[src/rtl/pipe_skid_reg_pkg.sv]
// pipe_skid_reg_pkg: shared stage payload types, handshake struct and skid FSM states.
package pipe_skid_reg_pkg;
    localparam int PERF_CNT_W = 16;

    typedef logic [PERF_CNT_W-1:0] perf_cnt_t;

    typedef struct packed {
        logic valid;
        logic ready;
    } stage_hs_t;

    typedef enum logic [1:0] {
        EMPTY = 2'd0,
        HALF  = 2'd1,
        FULL  = 2'd2
    } skid_state_t;

    typedef struct packed {
        logic [31:0] pc;
        logic [31:0] instr;
    } fetch_data_t;

    typedef struct packed {
        logic [31:0] pc;
        logic [31:0] rs1_val;
        logic [31:0] rs2_val;
        logic [31:0] imm;
        logic [4:0]  rd;
        logic [7:0]  op;
    } decode_data_t;

    typedef struct packed {
        logic [31:0] pc;
        logic [31:0] result;
        logic [31:0] store_val;
        logic [4:0]  rd;
        logic [7:0]  op;
    } execute_data_t;

    typedef struct packed {
        logic [31:0] pc;
        logic [31:0] result;
        logic [4:0]  rd;
        logic        wr_en;
    } memory_data_t;

    typedef struct packed {
        logic [31:0] result;
        logic [4:0]  rd;
        logic        wr_en;
    } writeback_data_t;

    localparam int FETCH_W     = $bits(fetch_data_t);
    localparam int DECODE_W    = $bits(decode_data_t);
    localparam int EXECUTE_W   = $bits(execute_data_t);
    localparam int MEMORY_W    = $bits(memory_data_t);
    localparam int WRITEBACK_W = $bits(writeback_data_t);
endpackage

[src/rtl/pipe_skid_reg_sat_counter.sv]
// sat_counter: saturating up-counter with synchronous clear taking priority over increment.
module sat_counter #(
    parameter int W = 16
) (
    input  logic         clk,
    input  logic         reset,
    input  logic         inc_i,
    input  logic         clr_i,
    output logic [W-1:0] cnt_o
);
    logic [W-1:0] cnt_q, cnt_d;

    always_comb begin
        cnt_d = clr_i ? '0 : (inc_i && cnt_q != '1) ? cnt_q + 1'b1 : cnt_q;
    end

    always_ff @(posedge clk or posedge reset) begin
        if (reset) cnt_q <= '0;
        else       cnt_q <= cnt_d;
    end

    assign cnt_o = cnt_q;
endmodule

[src/rtl/pipe_skid_reg.sv]
// pipe_skid_reg: valid/ready pipeline stage register with optional two-entry skid,
// flush and saturating stall/bubble performance counters.
module pipe_skid_reg
    import pipe_skid_reg_pkg::*;
#(
    parameter int               WIDTH         = 64,
    parameter int               SKID          = 1,
    parameter int               CNT_W         = PERF_CNT_W,
    parameter logic [WIDTH-1:0] RESET_PAYLOAD = '0
) (
    input  logic             clk,
    input  logic             reset,
    input  logic             in_valid,
    output logic             in_ready,
    input  logic [WIDTH-1:0] in_data,
    output logic             out_valid,
    input  logic             out_ready,
    output logic [WIDTH-1:0] out_data,
    input  logic             flush,
    output logic [CNT_W-1:0] stall_cnt,
    output logic [CNT_W-1:0] bubble_cnt,
    input  logic             cnt_clr
);
    skid_state_t      state_q, state_d;
    logic [WIDTH-1:0] main_q, main_d, skid_q, skid_d;
    logic             in_fire, out_fire;

    always_ff @(posedge clk or posedge reset) begin
        if (reset) begin
            state_q <= EMPTY;
            main_q  <= RESET_PAYLOAD;
            skid_q  <= RESET_PAYLOAD;
        end else begin
            state_q <= state_d;
            main_q  <= main_d;
            skid_q  <= skid_d;
        end
    end

    // FULL is only reachable with a skid entry; without one a HALF input fire implies an output fire.
    always_comb begin
        state_d = flush ? EMPTY :
                  state_q == EMPTY ? (in_fire ? HALF : EMPTY) :
                  state_q == HALF  ? ((in_fire && !out_fire && SKID != 0) ? FULL :
                                      (out_fire && !in_fire) ? EMPTY : HALF) :
                  (out_fire ? HALF : FULL);
        main_d  = flush ? RESET_PAYLOAD :
                  state_q == FULL ? (out_fire ? skid_q : main_q) :
                  (in_fire && (state_q == EMPTY || out_fire)) ? in_data : main_q;
        skid_d  = flush ? RESET_PAYLOAD :
                  (SKID != 0 && state_q == HALF && in_fire && !out_fire) ? in_data : skid_q;
    end

    always_comb begin
        out_valid = state_q != EMPTY;
        out_data  = main_q;
        in_ready  = (SKID != 0) ? state_q != FULL : (state_q == EMPTY || out_ready);
        in_fire   = in_valid && in_ready;
        out_fire  = out_valid && out_ready;
    end

    sat_counter #(.W(CNT_W)) u_stall (
        .clk   (clk),
        .reset (reset),
        .inc_i (out_valid && !out_ready),
        .clr_i (cnt_clr),
        .cnt_o (stall_cnt)
    );

    sat_counter #(.W(CNT_W)) u_bubble (
        .clk   (clk),
        .reset (reset),
        .inc_i (!out_valid),
        .clr_i (cnt_clr),
        .cnt_o (bubble_cnt)
    );
endmodule

[config.mk]
export PLATFORM = sky130hd
export DESIGN_NAME = pipe_skid_reg
export DESIGN_NICKNAME = d
export VERILOG_FILES = /design/src/rtl/pipe_skid_reg_pkg.sv /design/src/rtl/pipe_skid_reg_sat_counter.sv /design/src/rtl/pipe_skid_reg.sv
export SDC_FILE = /design/constraint.sdc
export NUM_CORES = 1
export LEC_CHECK = 0
export CELL_PAD_IN_SITES_DETAIL_PLACEMENT = 1
export CELL_PAD_IN_SITES_GLOBAL_PLACEMENT = 2
export CORE_MARGIN = 1.5
export CORE_UTILIZATION = 33
export DETAILED_ROUTE_END_ITERATION = 8
export PLACE_DENSITY = 0.9
export SETUP_SLACK_MARGIN = 0.3
export SLEW_MARGIN = 20
export SYNTH_ARGS = -nofsm -noshare
export SYNTH_HDL_FRONTEND = slang
export SYNTH_SLANG_ARGS = --single-unit
[constraint.sdc]
create_clock -name clk -period 17.8 [get_ports clk]
set_clock_uncertainty 0.1 [all_clocks]
set_input_delay 4.45 -clock clk [delete_from_list [all_inputs] [get_ports clk]]
set_output_delay 4.45 -clock clk [all_outputs]
set_load 0.005 [all_outputs]
Word level (Yosys, flattened, before mapping)
Index checks and enable logic that the tools add are counted.

storage, ports and cells
  bits in registers = 162
  bits of input ports = 70
  output and inout port bits = 98
  logic and storage cells = 52

operators by class
  add/sub/neg operators = 2
  eq/ne operators = 6
  multiplexer cells = 17
  reductions and logical operators = 22

operator list
  operator                                             count
  2-to-1 mux 64 bit                                    6
  2-to-1 mux 16 bit                                    4
  adder 16 x 1 -> 16 bit, second input constant        2
  != test 16 bit, second input constant                2
  logical AND 1 bit                                    10
  2-to-1 mux 2 bit                                     5
  nonzero test 2 bit                                   4
  zero test 1 bit                                      4
  != test 3 bit, second input constant                 1
  nonzero test 3 bit                                   1
  equality test 2 x 1 -> 1 bit, second input constant  1
  equality test 2 bit, second input constant           1
  zero test 2 bit                                      1
  2-to-1 mux 1 bit                                     2
  != test 2 bit, second input constant                 1
  AND reduction 2 bit                                  1
  logical OR 1 bit                                     1

Logic depth before layout (Yosys ltp)
Gate-level depths: netlist (run 1).

  depth after elaboration = 9
  depth in mapped cells = 8

By module
Synthesis (run 1) repeated with hierarchy kept, for this count alone.

second synthesis, totals
  cell total of the unflattened synthesis = 706
  area total of the unflattened synthesis = 7807.5 sq um

modules (own cells, without submodules)
  module         times used  cells an instance  area an instance (sq um)  seq. area each (sq um)
  pipe_skid_reg  1           510                5890.6                    3253.1
  sat_counter    2           98                 958.4                     400.4

Worst setup path after synthesis (run 1)
Ideal clock, no wire load.

  path kind = in2reg
  from = input port out_ready
  to = register u_stall.cnt_q[15], in the netlist u_stall.cnt_o[15]
  arrival time = 5.606 ns
  data required time = 17.575 ns
  setup slack = 11.970 ns
  stages on the path = 6
  buffers on the path = 2
  cells stage by stage = buf_6 > o21ba_4 > buf_6 > nand4_4 > nor4_1 > mux2_2

on the way
  word-level cells in the longest chain between the ends = 4

ends and longest elaborated chain
  item                          RTL line                         RTL
  start: declaration            pipe_skid_reg.sv:17              input logic out_ready,
  zero test 1 bit               pipe_skid_reg.sv:65              .inc_i (out_valid && !out_ready),
  logical AND 1 bit             pipe_skid_reg.sv:65
  logical AND 1 bit             pipe_skid_reg_sat_counter.sv:14  cnt_d = clr_i ? '0 : (inc_i && cnt_q != '1) ? cnt_q + 1'b1 : cnt_q;
  nonzero test 2 bit (no line)  n/a
  end signal: assignment        pipe_skid_reg_sat_counter.sv:19  else cnt_q <= cnt_d;
  end: declaration              pipe_skid_reg_sat_counter.sv:11  logic [W-1:0] cnt_q, cnt_d;

No other way between the ends.
A chain may end at the register's enable or synchronous reset.

Worst setup path in the final report (run 1)
  from = input port out_ready
  to = register main_q[63], in the netlist out_data[63]

on the way
  word-level cells in the longest chain between the ends = 5
  elaborated cells on any way between the ends = 6

ends and longest elaborated chain
  item                             RTL line             RTL
  logical AND 1 bit *              pipe_skid_reg.sv:59  out_fire = out_valid && out_ready;
  logical OR 1 bit                 pipe_skid_reg.sv:49  (in_fire && (state_q == EMPTY || out_fire)) ? in_data : main_q;
  logical AND 1 bit                pipe_skid_reg.sv:49
  nonzero test 3 bit (no line)     n/a
  AND reduction 2 bit (no line) *  n/a
  end signal: assignment           pipe_skid_reg.sv:35  main_q <= main_d;
  end: declaration                 pipe_skid_reg.sv:25  logic [WIDTH-1:0] main_q, main_d, skid_q, skid_d;

Mark *: on every way between the ends. The rest lies on a longest branch, timed or not.

==> impl_metrics.tcl, run 1 <==
set metrics [dict create \
    clockPowerShare 0.434 \
    r2r_setup_slack_ns 14.68 \
    postCtsSetupBuffers 0 \
    drv_cap 0 \
    internal-power_uw 672.5 \
    grt_pass1_vias 6875 \
    ant_nets 0 \
    p_total_uw 898.9 \
    io_buffers 167 \
    synth_flop_cell "dfrtp_1" \
    worst_ep_arrival_time_ns 6.60 \
    min_to "out_data[54]$_DFFE_PP0P_" \
    vias 6611 \
    synth-xor-area-share 0.001128 \
    syn-num-nets 915 \
    layout-drive-gt1-share 0.1229 \
    pwr-share-comb 0.124 \
    gp_congestion 0.7719 \
    maxSlewViolCount 0 \
    synth_compound_area_frac 0.1234 \
    grt_max_degree 100 \
    p_seq_frac 0.442 \
    vias_per_cell 5.058 \
    dp_hpwl_mm 13.51 \
    synth_top_family_by_area "simple AND/OR/NAND/NOR gates" \
    ys_ff_latch 162 \
    peakVddDrop_v 0.00005739 \
    final_common_cell "nand2_1" \
    crit_chain "clkdlybuf4s50_1 > o21ai_1 > nand2_4 > mux2_2" \
    rsz0062_at_grt "false" \
    htreeDepth 4 \
    clockBufferDepth 2 \
    hold_viol 0 \
    ys_warn_count 0 \
    setup_viol_count_final 0 \
    use_met3 0.04819 \
    core_area_um2 22850 \
    multiInputGateArea_um2 3447 \
    io_pins 168 \
    clk_latency_ns 0.42 \
    synth_edf_count 0 \
    synthSimpleGateAreaFrac 0.2109 \
    firstDrtPassIters 4 \
    switching_share 0.2518 \
    path_max_fanout 64 \
    path_clk_slew_ns 0.07 \
    synth_top_cell_area_share 0.5221 \
    rr_endpoint "out_data[63]$_DFFE_PP0P_" \
    seq_area_um2 4054 \
    synth_fa_ha_area_frac 0.003223 \
    status "complete, no violations" \
    drc 0 \
    grtUsageMet1 0.2390 \
    synthMuxAreaShare 0.1026 \
    cp.required_ns 18.00 \
    p_switching_uw 226.3 \
    grt-busiest-layer "met2" \
    synthArstFlopShare 1.000 \
    nNetsFinal 1052 \
    fillCellCount 2602 \
    yosys-top-cells-area "dfrtp_1 (52%), nand2_1 (13%), a21oi_1 (9.7%)" \
    grt-ovfl-total 0 \
    hold_depth 1 \
    setup_tns_ns 0 \
    grt_usage 0.1850 \
    yosysUniqueCellTypes 49 \
    holdBufCountCts 0 \
    cts_root_buf "clkbuf_16" \
    cts_tree "done" \
    fp.dieH_um 156.4 \
    syn_area_um2 7765 \
    fin_crit_sh 0.3594 \
    wl_per_cell_um 16.64 \
    die-area_um2 24460 \
    r2r-start "state_q[1]$_DFF_PP0_" \
    syn_area_per_cell_um2 9.211 \
    cts_sinks 162 \
    power_density_nw_per_um2 87.48 \
    slew_headroom 0.3461 \
    grt_pass1_wl_mm 35.98 \
    crit_type "input pin to flop" \
    reg2reg_depth 5 \
    cts_resized 0 \
    critPathSlowestCell "nand2_4" \
    start_util 0.3399 \
    min_period_ns 6.398 \
    yosysTopAreaCell "dfrtp_1" \
    worstSetupStartpointType "input pin" \
    end_kind "flop" \
    drt-total-wl_mm 21.75 \
    seq_area_frac_synth 0.5221 \
    p_leak_uw 0.004274 \
    met2_usage 0.3075 \
    antenna_found_initial 1 \
    whs_ns 0.4038 \
    rows 55 \
    die_x_um 156.4 \
    fmax_mhz 156.3 \
    first_iter_violations 245 \
    area_delta_synth_final_pct 32.32 \
    min_from "out_data[54]$_DFFE_PP0P_" \
    most-common-layout-cells "nand2_1 (271), clkdlybuf4s50_1 (166), dfrtp_1 (162), a21oi_1 (151), mux2_2 (65)" \
    cts_made_buffers 17 \
    max_stage_delay_ns 0.72 \
    syn_inst 843 \
    worst_pin_slew_ns 0.9809 \
    min_path_type "flop to flop" \
]
==> power groups by stage <==
stage          Sequential, uW  Clock [uW]  Combinational, uW
6_report                  397         390                111
5_1_grt                   400         415                123
4_1_cts                   397         402                114
3_5_place_dp              405           0                114
3_3_place_gp              404           0                112
2_1_floorplan             403           0               51.5
==> layer usage <==
layer | share of wire | up-vias
met5 | 0 | -
met4 | 0.0064 | 0
met3 | 0.055 | 13
met2 | 0.48 | 132
met1 | 0.46 | 3321
li1 | - | 3145
==> registers in the layout (all words and copies together) (netlist names) <==
name,flops
out_data,64
u_bubble.cnt_o,16
u_stall.cnt_o,16
state_q,2
skid_q,64
==> worst max-delay path, delay by kind of cell <==
kind / cells / cell delay (ns)
AOI/OAI and AO/OA: 1 / 0.20
muxes: 1 / 0.42
buffers and inverters: 1 / 0.71
and+or+nand+nor: 1 / 0.72
==> how the worst max path moves through the flow <==
stage          depth (start not counted)                  endpoint      start
3_3_place_gp                           6    skid_q[27]$_DFFE_PP0P_   in_valid
5_1_grt                                6    skid_q[52]$_DFFE_PP0P_   in_valid
2_1_floorplan                          1   out_data[0]$_DFFE_PP0P_      reset
4_1_cts                                6    skid_q[55]$_DFFE_PP0P_   in_valid
3_5_place_dp                           6    skid_q[55]$_DFFE_PP0P_   in_valid
6_report                               4  out_data[63]$_DFFE_PP0P_  out_ready
==> per-stage QoR <==
stage               instance area [um2]  utilization  std cells  setup slack [ns]
floorplan                          7765            -        843             8.873
global placement                   9649       0.4223       1274             10.93
detailed placement                 9649       0.4223       1274             10.87
CTS                               10270       0.4496       1306             11.31
global route                      10270       0.4496       1306             11.10
finish                            10270       0.4497       1307             11.40
==> cells by family (layout without fill, tap and decap cells) <==
kind of cell	after synthesis	after routing
AND/OR/NAND/NOR	363	363
other	0	1
buffers and inverters	63	213
XOR/XNOR	1	1
AO/OA/AOI/OAI	181	181
multiplexers	71	71
adder cells (fa/ha/maj)	2	2
flip-flops	162	162
==> cell usage after synthesis, types with 2 or more instances <==
cell	n
a211oi_1	2
a21oi_1	151
and3_1	4
and4_1	2
buf_2	20
buf_4	2
buf_6	2
clkbuf_1	32
dfrtp_1	162
ha_1	2
inv_1	6
mux2_1	4
mux2_2	65
mux2i_1	2
nand2_1	271
nand2b_1	2
nand3_1	10
nand4_1	7
nor2_1	13
nor2b_1	6
nor3_1	9
nor4_1	5
nor4_2	2
o21ai_0	13
o31ai_1	7
or3_1	12
or4_1	8
==> layout make-up <==
| cell class | count | share of cell area |
|---|---|---|
| Antenna cell | 1 | 0.0002435 |
| Clock inverter | 14 | 0.01887 |
| Timing Repair Buffer | 175 | 0.1683 |
| Multi-Input combinational cell | 618 | 0.3355 |
| Sequential cell | 162 | 0.3945 |
| Clock buffer | 18 | 0.04177 |
| Inverter | 6 | 0.002679 |
| Tap cell | 313 | 0.03811 |
(Power assumes the default switching activity.)
==> run 2, diff against run 1 <==
CORE_UTILIZATION = 28   (was 33)
PLACE_DENSITY = 0.82   (was 0.9)
clock period = 5.76 ns   (was 17.8 ns; I/O delays follow)
==> run 2 against run 1 <==
Net effect:
- core utilization shrank 6.8 points
- clock-buffer cell count is the same
- sequential share of layout area shrank 0.24 points
- highest routed layer unchanged
- critical path type is now flop to output pin
- global-route usage shrank 2.3 points
- largest cell class unchanged
- clock power grew to 3.0 times the previous value
- via count grew 0.17%
- cell area grew 0.61%
- flip-flop and latch count is the same
- critical path depth shrank 1
==> impl_metrics.tcl, run 2 (synthesis results as in run 1) <==
set metrics [dict create \
    grt_max_degree 163 \
    grt_usage 0.1617 \
    final_common_cell "nand2_1" \
    start_util 0.2865 \
    gp_congestion 0.7501 \
    die-area_um2 28740 \
    core_area_um2 27100 \
    final_cells 1366 \
    holdBufCountCts 0 \
    clk_latency_ns 0.42 \
    grt-ovfl-total 0 \
    most-common-layout-cells "nand2_1 (271), clkdlybuf4s50_1 (166), dfrtp_1 (162), a21oi_1 (151), mux2_2 (65)" \
    cts_resized 0 \
    rows 60 \
    min_from "out_data[54]$_DFFE_PP0P_" \
    post-place-cells 1334 \
    setup_viol_count_final 0 \
    fmax_mhz 296.5 \
    crit_type "flop to output pin" \
    power_density_nw_per_um2 265.6 \
    cts_root_buf "clkbuf_16" \
    grt_pass1_vias 6924 \
    drc 0 \
    status "complete, no violations" \
    crit_chain "nor2_4 > inv_1 > clkdlybuf4s50_1" \
    p_total_uw 2746 \
    finalInstanceArea_um2 10340 \
    path_clk_slew_ns 0.07 \
    crit_family "buffers and inverters" \
    grt_pass1_wl_mm 36.84 \
    whs_ns 0.3948 \
    ant_nets 0 \
    htreeDepth 4 \
    cts_made_buffers 17 \
    fp.dieH_um 169.5 \
    end_kind "output pin" \
    clockBufferDepth 2 \
    min_path_type "flop to flop" \
    wl_per_cell_um 16.62 \
    first_iter_violations 382 \
    r2r-start "state_q[1]$_DFF_PP0_" \
    cts_tree "done" \
    cts_sinks 162 \
    place_area_um2 9742 \
    drv_cap 0 \
    n_antenna_cell 0 \
    worstPathBufferInverterCount 2 \
    maxSlewViolCount 0 \
    hold_viol 0 \
    rsz0062_at_grt "false" \
    dp_hpwl_mm 13.91 \
    nNetsFinal 1053 \
    layout-drive-gt1-share 0.1237 \
    min_period_ns 3.373 \
    antenna_found_initial 0 \
    io_buffers 167 \
    die_x_um 169.5 \
    worst_ep_arrival_time_ns 1.83 \
    max_stage_delay_ns 0.61 \
    worstSetupStartpointType "flop" \
    critPathSlowestCell "dfrtp_1" \
    path_max_fanout 10 \
    setup_tns_ns 0 \
    firstDrtPassIters 4 \
    postCtsSetupBuffers 0 \
    drt-total-wl_mm 22.71 \
    p_leak_uw 0.004267 \
    area_delta_synth_final_pct 33.13 \
    peakVddDrop_v 0.0001460 \
    worst_pin_slew_ns 0.9928 \
    fillCellCount 3123 \
    io_pins 168 \
    fin_crit_sh 0.5856 \
    slew_headroom 0.3381 \
    vias 6622 \
    vias_per_cell 4.848 \
    crit_start "state_q[1]$_DFF_PP0_" \
    cp.required_ns 4.22 \
]
## run 2: cell count changes in the layout (fill, tap and decap cells not counted), sizes merged
cell,delta
inv,+1
buf,+1
diode,-1
bufinv,-2
clkinvlp,+1
## run 2: worst register-to-register path, delay by kind of cell (launching register included)
family | cells | cell delay, ns
simple gates | 2 | 1.00
buf+inv | 1 | 0.64
flops | 1 | 0.61
mux | 1 | 0.46
compound gates | 1 | 0.20
## run 2: metrics by stage
stage | util | setup slack (ns)
6_report | 0.3814 | 2.387
2_1_floorplan | - | 2.163
3_3_place_gp | 0.3595 | 1.967
5_1_grt | 0.3814 | 2.287
4_1_cts | 0.3814 | 2.360
3_5_place_dp | 0.3595 | 1.988
## run 2: final timing paths
kind / endpoint / slack [ns] / cells past startpoint
hold / removal: out_data[54]$_DFFE_PP0P_ / 0.39 / 1
min in group asynchronous: out_data[1]$_DFFE_PP0P_ / 1.53 / 3
setup reg to reg: out_data[10]$_DFFE_PP0P_ / 2.63 / 5
max in group asynchronous: skid_q[15]$_DFFE_PP0P_ / 3.33 / 3
hold reg to reg: out_data[54]$_DFFE_PP0P_ / 0.39 / 1
setup / recovery: out_valid / 2.39 / 3
## run 2: layout make-up
type	instances	area, um2	area share
well taps	372	465.4	0.04503
multi-input cells	618	3447	0.3335
clock inverters	14	166.4	0.01610
flip-flops and latches	162	4054	0.3922
inverters	6	26.28	0.002542
clock buffers	18	429.2	0.04152
repair buffers	176	1749	0.1692
## run 2: routing by layer
layer | global-route usage | part of all wire | wire (um)
met1 | 0.2096 | 0.48 | 10840
met2 | 0.2732 | 0.47 | 10730
met3 | 0.04151 | 0.045 | 1030
met4 | 0.03078 | 0.0050 | 114
met5 | 0 | 0 | 0
## run 2: report_power, final
group	switching (uW)	total, uW	internal (uW)	leakage, uW
Sequential	37.8	1230	1190	0.00218
Combinational	159	347	188	0.00180
Clock	546	1170	623	0.000286
Total	743	2750	2000	0.00427
==> run 3, diff against run 2 <==
CORE_UTILIZATION = 31   (was 28)
PLACE_DENSITY = 0.85   (was 0.82)
clock period = 3.4 ns   (was 5.76 ns; I/O delays follow)
==> run 3 against run 2 <==
Net effect:
- worst hold slack gained 0.0051 ns
- highest routed layer is now met5
- non-clock buffer count grew 5
- setup slack lost 1.7 ns
- first-iteration DRC count shrank 34%
- largest power group unchanged
- largest cell class unchanged
- register-to-register slack lost 1.4 ns
==> impl_metrics.tcl, run 3 (synthesis results as in run 1) <==
set metrics [dict create \
    postCtsSetupBuffers 0 \
    final_cells 1323 \
    hold_depth 1 \
    p_leak_uw 0.004321 \
    whs_ns 0.3999 \
    min_path_type "flop to flop" \
    gp_congestion 0.7317 \
    crit_type "flop to output pin" \
    final_common_cell "nand2_1" \
    io_pins 168 \
    max_stage_delay_ns 0.60 \
    finalInstanceArea_um2 10390 \
    worst_ep_arrival_time_ns 1.81 \
    start_util 0.3174 \
    end_kind "output pin" \
    critPathSlowestCell "dfrtp_1" \
    hold_viol 0 \
    htreeDepth 4 \
    maxSlewViolCount 0 \
    grt_pass1_vias 7020 \
    fmax_mhz 362.7 \
    min_to "out_data[54]$_DFFE_PP0P_" \
    post-place-cells 1291 \
    vias_per_cell 5.005 \
    layout-drive-gt1-share 0.1291 \
    rsz0062_at_grt "false" \
    n_antenna_cell 0 \
    setup_viol_count_final 0 \
    die-area_um2 26010 \
    peakVddDrop_v 0.0003002 \
    setup_tns_ns 0 \
    cts_root_buf "clkbuf_16" \
    reg2reg_depth 5 \
    worstSetupStartpointType "flop" \
    fin_crit_sh 0.8110 \
    path_max_fanout 10 \
    clk_latency_ns 0.42 \
    cts_sinks 162 \
    area_delta_synth_final_pct 33.74 \
    worst_pin_slew_ns 0.7596 \
    firstDrtPassIters 4 \
    dp_hpwl_mm 13.93 \
    slew_headroom 0.4936 \
    cts_made_buffers 17 \
    min_period_ns 2.757 \
    fillCellCount 2732 \
    cts_tree "done" \
    path_clk_slew_ns 0.07 \
    grt_usage 0.1750 \
    min_from "out_data[54]$_DFFE_PP0P_" \
    power_density_nw_per_um2 447.9 \
    clockBufferDepth 2 \
    drv_cap 0 \
    place_area_um2 9782 \
    vias 6621 \
    grt-ovfl-total 0 \
    grt_max_degree 131 \
    most-common-layout-cells "nand2_1 (271), clkdlybuf4s50_1 (166), dfrtp_1 (162), a21oi_1 (151), mux2_2 (65)" \
    die_x_um 161.3 \
    io_buffers 167 \
    status "complete, no violations" \
    nNetsFinal 1058 \
    fp.dieH_um 161.3 \
    core_area_um2 24460 \
    rr_endpoint "out_data[4]$_DFFE_PP0P_" \
    rows 57 \
    ant_nets 0 \
    crit_chain "nor2_4 > inv_1 > clkdlybuf4s50_1" \
    r2r-start "state_q[1]$_DFF_PP0_" \
    holdBufCountCts 0 \
    first_iter_violations 253 \
    cts_resized 0 \
    drc 0 \
    drt-total-wl_mm 21.90 \
    r2r_setup_slack_ns 1.26 \
    antenna_found_initial 1 \
    final_core_util 0.4245 \
    grt_pass1_wl_mm 36.69 \
    cp.required_ns 2.45 \
    wl_per_cell_um 16.55 \
]
==> run 3: through the flow <==
stage | setup WS (ns) | power [uW]
after floorplan | 0.3932 | 2379
after global placement | 0.4772 | 2720
after detailed placement | 0.4391 | 2733
after CTS | 0.6047 | 4739
after global routing | 0.5327 | 4866
final | 0.6425 | 4652
==> run 3: layer usage <==
| layer | vias up | GRT usage | share of wire |
|---|---|---|---|
| met3 | 10 | 0.03801 | 0.045 |
| li1 | 3168 | - | - |
| met1 | 3314 | 0.2370 | 0.48 |
| met2 | 127 | 0.2864 | 0.47 |
| met4 | 2 | 0.03956 | 0.0062 |
| met5 | - | 0 | 0.00055 |
==> run 3: how the worst max path moves through the flow <==
stage,startpoint,to,slack [ns],depth (start not counted)
final,state_q[1]$_DFF_PP0_,out_valid,0.64,3
after global routing,state_q[1]$_DFF_PP0_,out_valid,0.53,3
after CTS,state_q[1]$_DFF_PP0_,out_valid,0.60,3
after detailed placement,in_valid,skid_q[46]$_DFFE_PP0P_,0.44,6
after global placement,in_valid,skid_q[42]$_DFFE_PP0P_,0.48,6
after floorplan,reset,out_data[0]$_DFFE_PP0P_,0.39,1
==> run 3: power breakdown <==
group          internal [uW]  total, uW  switching [uW]
Sequential              2020       2080            59.9
Combinational            330        601             271
Clock                   1110       1970             864
Total                   3460       4650            1200
==> run 3: layout make-up <==
type | instances | area, um2 | share of cell area
clock buffers | 17 | 425.4 | 0.04096
inverters | 6 | 26.28 | 0.002530
flip-flops and latches | 162 | 4054 | 0.3904
well taps | 324 | 405.4 | 0.03904
multi-input cells | 618 | 3447 | 0.3319
clock inverters | 15 | 177.7 | 0.01711
repair buffers | 181 | 1849 | 0.1781
==> run 3: critical path: cells and delay by family (launching register included) <==
family	cells	cell delay [ns]
AND/OR/NAND/NOR	1	0.11
flip-flops	1	0.60
buffers and inverters	2	0.69
